===== src/rtl/wb_arbiter.sv =====
// Writeback arbiter: merges the ALU result channel and a FIFO-buffered memory result channel
// into one registered register-file write port. Define WB_ROUND_ROBIN_EN for round-robin arbitration.
module wb_arbiter #(
    parameter int DATA_W   = 19,
    parameter int ADDR_W   = 4,
    parameter int MQ_DEPTH = 4
) (
    input  logic                      clk,
    input  logic                      reset_n,
    input  logic                      alu_valid,
    input  logic [ADDR_W-1:0]         alu_rd,
    input  logic [DATA_W-1:0]         alu_data,
    output logic                      alu_ready,
    input  logic                      mem_valid,
    input  logic [ADDR_W-1:0]         mem_rd,
    input  logic [DATA_W-1:0]         mem_data,
    output logic                      mem_ready,
    output logic [ADDR_W-1:0]         wb_rd,
    output logic [DATA_W-1:0]         wb_data,
    output logic                      wb_regwrite,
    output logic [$clog2(MQ_DEPTH):0] mq_count,
    output logic                      busy
);

    localparam int PW = $clog2(MQ_DEPTH);
    localparam int CW = PW + 1;

    logic [ADDR_W-1:0] mq_rd_q   [MQ_DEPTH];
    logic [ADDR_W-1:0] mq_rd_d   [MQ_DEPTH];
    logic [DATA_W-1:0] mq_data_q [MQ_DEPTH];
    logic [DATA_W-1:0] mq_data_d [MQ_DEPTH];
    logic [PW-1:0]     rd_ptr_q, rd_ptr_d;
    logic [PW-1:0]     wr_ptr_q, wr_ptr_d;
    logic [CW-1:0]     count_q, count_d;
    logic [ADDR_W-1:0] wb_rd_q, wb_rd_d;
    logic [DATA_W-1:0] wb_data_q, wb_data_d;
    logic              wb_regwrite_q, wb_regwrite_d;

    logic fifo_req;
    logic grant_alu;
    logic pop;
    logic push;

    assign fifo_req  = (count_q != '0);
    assign mem_ready = (count_q < CW'(MQ_DEPTH));

`ifdef WB_ROUND_ROBIN_EN
    typedef enum logic {
        GRANT_ALU = 1'b0,
        GRANT_MEM = 1'b1
    } grant_e;

    grant_e last_grant_q, last_grant_d;

    // FIFO head gets its turn only right after an ALU grant; resetting to GRANT_MEM puts the ALU first.
    assign alu_ready = !(last_grant_q == GRANT_ALU && fifo_req);

    always_comb begin
        last_grant_d = last_grant_q;
        if (grant_alu) begin
            last_grant_d = GRANT_ALU;
        end else if (pop) begin
            last_grant_d = GRANT_MEM;
        end
    end

    always_ff @(posedge clk or negedge reset_n) begin
        if (!reset_n) begin
            last_grant_q <= GRANT_MEM;
        end else begin
            last_grant_q <= last_grant_d;
        end
    end
`else
    assign alu_ready = 1'b1;
`endif

    assign grant_alu = alu_valid & alu_ready;
    assign pop       = !grant_alu & fifo_req;
    assign push      = mem_valid & mem_ready;

    always_comb begin
        mq_rd_d   = mq_rd_q;
        mq_data_d = mq_data_q;
        wr_ptr_d  = wr_ptr_q;
        rd_ptr_d  = rd_ptr_q;
        count_d   = count_q;

        if (push) begin
            mq_rd_d[wr_ptr_q]   = mem_rd;
            mq_data_d[wr_ptr_q] = mem_data;
            wr_ptr_d            = wr_ptr_q + 1'b1;
        end
        if (pop) begin
            rd_ptr_d = rd_ptr_q + 1'b1;
        end
        case ({push, pop})
            2'b10:   count_d = count_q + 1'b1;
            2'b01:   count_d = count_q - 1'b1;
            default: count_d = count_q;
        endcase
    end

    // Writes to register 0 are consumed like any other grant but never raise regwrite.
    always_comb begin
        wb_rd_d       = wb_rd_q;
        wb_data_d     = wb_data_q;
        wb_regwrite_d = 1'b0;
        if (grant_alu) begin
            wb_rd_d       = alu_rd;
            wb_data_d     = alu_data;
            wb_regwrite_d = (alu_rd != '0);
        end else if (pop) begin
            wb_rd_d       = mq_rd_q[rd_ptr_q];
            wb_data_d     = mq_data_q[rd_ptr_q];
            wb_regwrite_d = (mq_rd_q[rd_ptr_q] != '0);
        end
    end

    always_ff @(posedge clk or negedge reset_n) begin
        if (!reset_n) begin
            for (int unsigned i = 0; i < MQ_DEPTH; i++) begin
                mq_rd_q[i]   <= '0;
                mq_data_q[i] <= '0;
            end
            rd_ptr_q      <= '0;
            wr_ptr_q      <= '0;
            count_q       <= '0;
            wb_rd_q       <= '0;
            wb_data_q     <= '0;
            wb_regwrite_q <= 1'b0;
        end else begin
            mq_rd_q       <= mq_rd_d;
            mq_data_q     <= mq_data_d;
            rd_ptr_q      <= rd_ptr_d;
            wr_ptr_q      <= wr_ptr_d;
            count_q       <= count_d;
            wb_rd_q       <= wb_rd_d;
            wb_data_q     <= wb_data_d;
            wb_regwrite_q <= wb_regwrite_d;
        end
    end

    assign wb_rd       = wb_rd_q;
    assign wb_data     = wb_data_q;
    assign wb_regwrite = wb_regwrite_q;
    assign mq_count    = count_q;
    assign busy        = fifo_req | wb_regwrite_q;

endmodule

===== config.mk =====
export PLATFORM = sky130hd
export DESIGN_NAME = wb_arbiter
export DESIGN_NICKNAME = d
export VERILOG_FILES = /design/src/rtl/wb_arbiter.sv
export SDC_FILE = /design/constraint.sdc
export NUM_CORES = 1
export LEC_CHECK = 0
export ABC_AREA = 1
export BUFFER_PORTS_ARGS = -buffer_cell sky130_fd_sc_hd__buf_4
export CORE_MARGIN = 2
export CORE_UTILIZATION = 30
export DETAILED_ROUTE_END_ITERATION = 16
export GPL_ROUTABILITY_DRIVEN = 0
export GPL_TIMING_DRIVEN = 0
export HOLD_SLACK_MARGIN = 0.06
export SYNTH_ARGS = -nofsm -noshare
export SYNTH_HDL_FRONTEND = slang
export SYNTH_SLANG_ARGS = --single-unit

===== constraint.sdc =====
create_clock -name clk -period 4.2 [get_ports clk]
set_clock_uncertainty 0.15 [all_clocks]
set_input_delay 0.42 -clock clk [delete_from_list [all_inputs] [get_ports clk]]
set_output_delay 0.42 -clock clk [all_outputs]
set_load 0.05 [all_outputs]

==> results.yml <==
outcome:
  status: "finished, final reports clean"
clocking:
  clock-sinks: 123
  cts_tree: "done"
  cts_resized: 0
  cts_htree_levels: 4
  postCtsSetupRepairBufs: 0
  clkLatencyLatePin_ns: 0.41
  clk_pin_slew_ns: 0.06
  clockBufferDepth: 2
  numCtsBuffers: 17
  cts_root_buf: "clkbuf_16"
timing:
  drv_slew: 0
  finalSetupViolations: 0
  finalCriticalPeriod_ns: 2.18
  max_slew_margin: 0.551
  hold_viol_final: 0
  finalSetupTns_ns: 0
  rsz0062_at_grt: "no"
  max_freq_mhz: 460
  min_period_over_period: 0.518
  worst_hold_slack_ns: 0.125
  worst_pin_slew_ns: 0.673
critical_path:
  crit_family: "adder cells"
  cp.buffers_inverters: 2
  criticalPathCategory: "reg2reg"
  rrSetupSlack_ns: 2.02
  timing.rr.start: "mq_count[0]"
  slowest_delay_ns: 0.41
  crit_path_end_kind: "flop"
  r2r_cells: 10
  rr_endpoint: "mq_count[2]"
  worstPathCellList: "nor2_1, nand2_1, nand2_1, inv_1, ha_1, inv_1, fa_1, a21oi_1, o21ai_0, xor2_1"
  worst_path_max_delay_cell: "dfrtp_1"
  crit_required_ns: 4.34
  cp_max_fo: 6
  crit_arrival_ns: 2.31
  start_kind: "flop"
global_routing:
  grt_antenna_before_repair: 0
  grt_max_degree: 72
  globalRoute.totalOverflow: 0
  grt_usage: 0.165
  grt_pass1_wl_um: 25500
  grt_pass1_vias: 4648
cells_and_area:
  final_nets: 841
  n_antenna_cell: 0
  fin_area_sq_mm: 0.00723
  drive_gt1_frac: 0.206
  syn2layout_area_growth_pct: 26.5
  n_fill_cell: 1916
logic_synthesis:
  yosys.area.top_type: "dfrtp_1"
  ys_types: 27
  synthTopCellsByArea: "dfrtp_1, nand2_1, o21ai_1, inv_1, a21oi_1"
  syn_area_per_cell_sq_um: 8.31
  postSynthCellCount: 687
  synth-main-ff-cell: "dfrtp_1"
  ys_seq_elements: 123
  post-synth-top-count-cell: "nand2_1"
  ys_warn_count: 0
  synth_area_sq_mm: 0.00571
  async_reset_ff_frac: 1.00
  synth_edf_count: 0
  syn-num-nets: 743
  ys_top_cells_by_count: "nand2_1, dfrtp_1, o21ai_1"
  synth_top_area_frac: 0.539
  yosysSeqAreaShare: 0.539
drt:
  routed_wl_um: 16000
  dr.pass1.iters: 5
  vias: 4845
  drc: 0
  via_per_inst: 4.69
  wl_per_cell_um: 15.6
  ant_nets: 0
  drt_iter0_markers: 392
worst_hold_path:
  holdPathStages: 3
  holdPathEnd: "wb_rd[2]"
  hold_path.class: "in2reg"
  min_from: "alu_rd[2]"
floorplan:
  core-area_sq_mm: 0.0187
  die_height_um: 142
  start_util: 0.305
  die_area_sq_mm: 0.0202
  num_rows: 50
  dieWidth_um: 142
  ioPinCount: 80
power_and_ir_drop:
  p_total_w: 0.00601
  p_leak_nw: 3.63
  ir_drop_v: 0.000333
  p_per_area_mw_per_mm2: 831
placed_design:
  hpwl_um: 11100
  port-buffer-count: 77
  postPlaceCellArea_sq_mm: 0.00661
run:
  drv_cap: 0
==> per-stage QoR <==
step	worst slack, ns	util	instances
after floorplan	1.75	-	687
after global placement	1.98	0.352	998
after detailed placement	1.98	0.354	999
after CTS	2.05	0.386	1032
after global routing	1.81	0.386	1032
final	2.02	0.386	1032
==> cells in the final DEF, fill, tap and decap left out, drive strengths merged <==
master       Yosys  layout
o21ai          115     115
buf             34     112
nand2          229     229
a31oi           19      19
xnor2            1       1
nand3            9       9
fa               1       1
inv             73      73
xor2             3       3
bufinv           0       3
clkinvlp         0       3
or2              1       1
clkbuf           6      26
dfrtp          123     123
ha               5       5
nor2            24      24
conb             1       1
clkinv           0       6
a21oi           39      39
dlygate4sd3      0       1
o211ai           4       4
==> sequential cells by signal, summed over array words and instances, names as in the netlist <==
register / flops
mq_rd_q: 16
wb_rd: 4
wr_ptr_q: 2
wb_data: 19
mq_data_q: 76
rd_ptr_q: 2
mq_count: 3
wb_regwrite: 1
==> worst max-delay path by stage <==
stage                      from          end  slack, ns  depth (start not counted)
floorplan           mq_count[2]  mq_count[2]       1.75                         10
global placement      alu_valid  mq_count[2]       1.98                         10
finish              mq_count[0]  mq_count[2]       2.02                         10
global route        mq_count[0]  mq_count[2]       1.81                         10
detailed placement    alu_valid  mq_count[2]       1.98                         10
CTS                 mq_count[0]  mq_count[2]       2.05                         10
==> cell type report <==
cell class	instances	area (sq um)	share of cell area
Sequential cell	123	3080	0.426
Clock buffer	20	457	0.0632
Buffer	40	240	0.0332
Multi-Input combinational cell	451	2110	0.292
Clock inverter	12	146	0.0203
Tap cell	234	293	0.0405
Inverter	73	282	0.0390
Timing Repair Buffer	79	619	0.0857
==> metal layers <==
layer,vias up,part of all wire,track usage
met1,2302,0.48,0.236
met3,14,0.052,0.0299
li1,2389,-,-
met2,140,0.45,0.257
met4,0,0.012,0.0505
met5,-,0,0
==> power by group <==
part / internal [W] / total [W] / switching, W
registers: 0.00173 / 0.00203 / 0.000303
clock network: 0.000959 / 0.00149 / 0.000532
logic: 0.000829 / 0.00248 / 0.00165
total: 0.00352 / 0.00601 / 0.00249
==> worst min-delay path: stages <==
cell and delay (ns):
buf_4 0.08, nand2_1 0.06, o211ai_1 0.09
==> kinds of logic after synthesis <==
| kind of cell | after synthesis | share of synthesized area |
|---|---|---|
| adder cells (fa/ha/maj) | 6 | 0.0145 |
| AND/OR/NAND/NOR | 263 | 0.181 |
| AO/OA/AOI/OAI | 177 | 0.167 |
| other | 1 | 0.000657 |
| flip-flops | 123 | 0.539 |
| buffers and inverters | 113 | 0.0914 |
| XOR/XNOR | 4 | 0.00614 |
==> timing repair <==
item                       CTS  global route
setup endpoints to repair    0             0
hold buffers                 1             0
hold endpoints to repair    52             0
(Power assumes the default switching activity.)
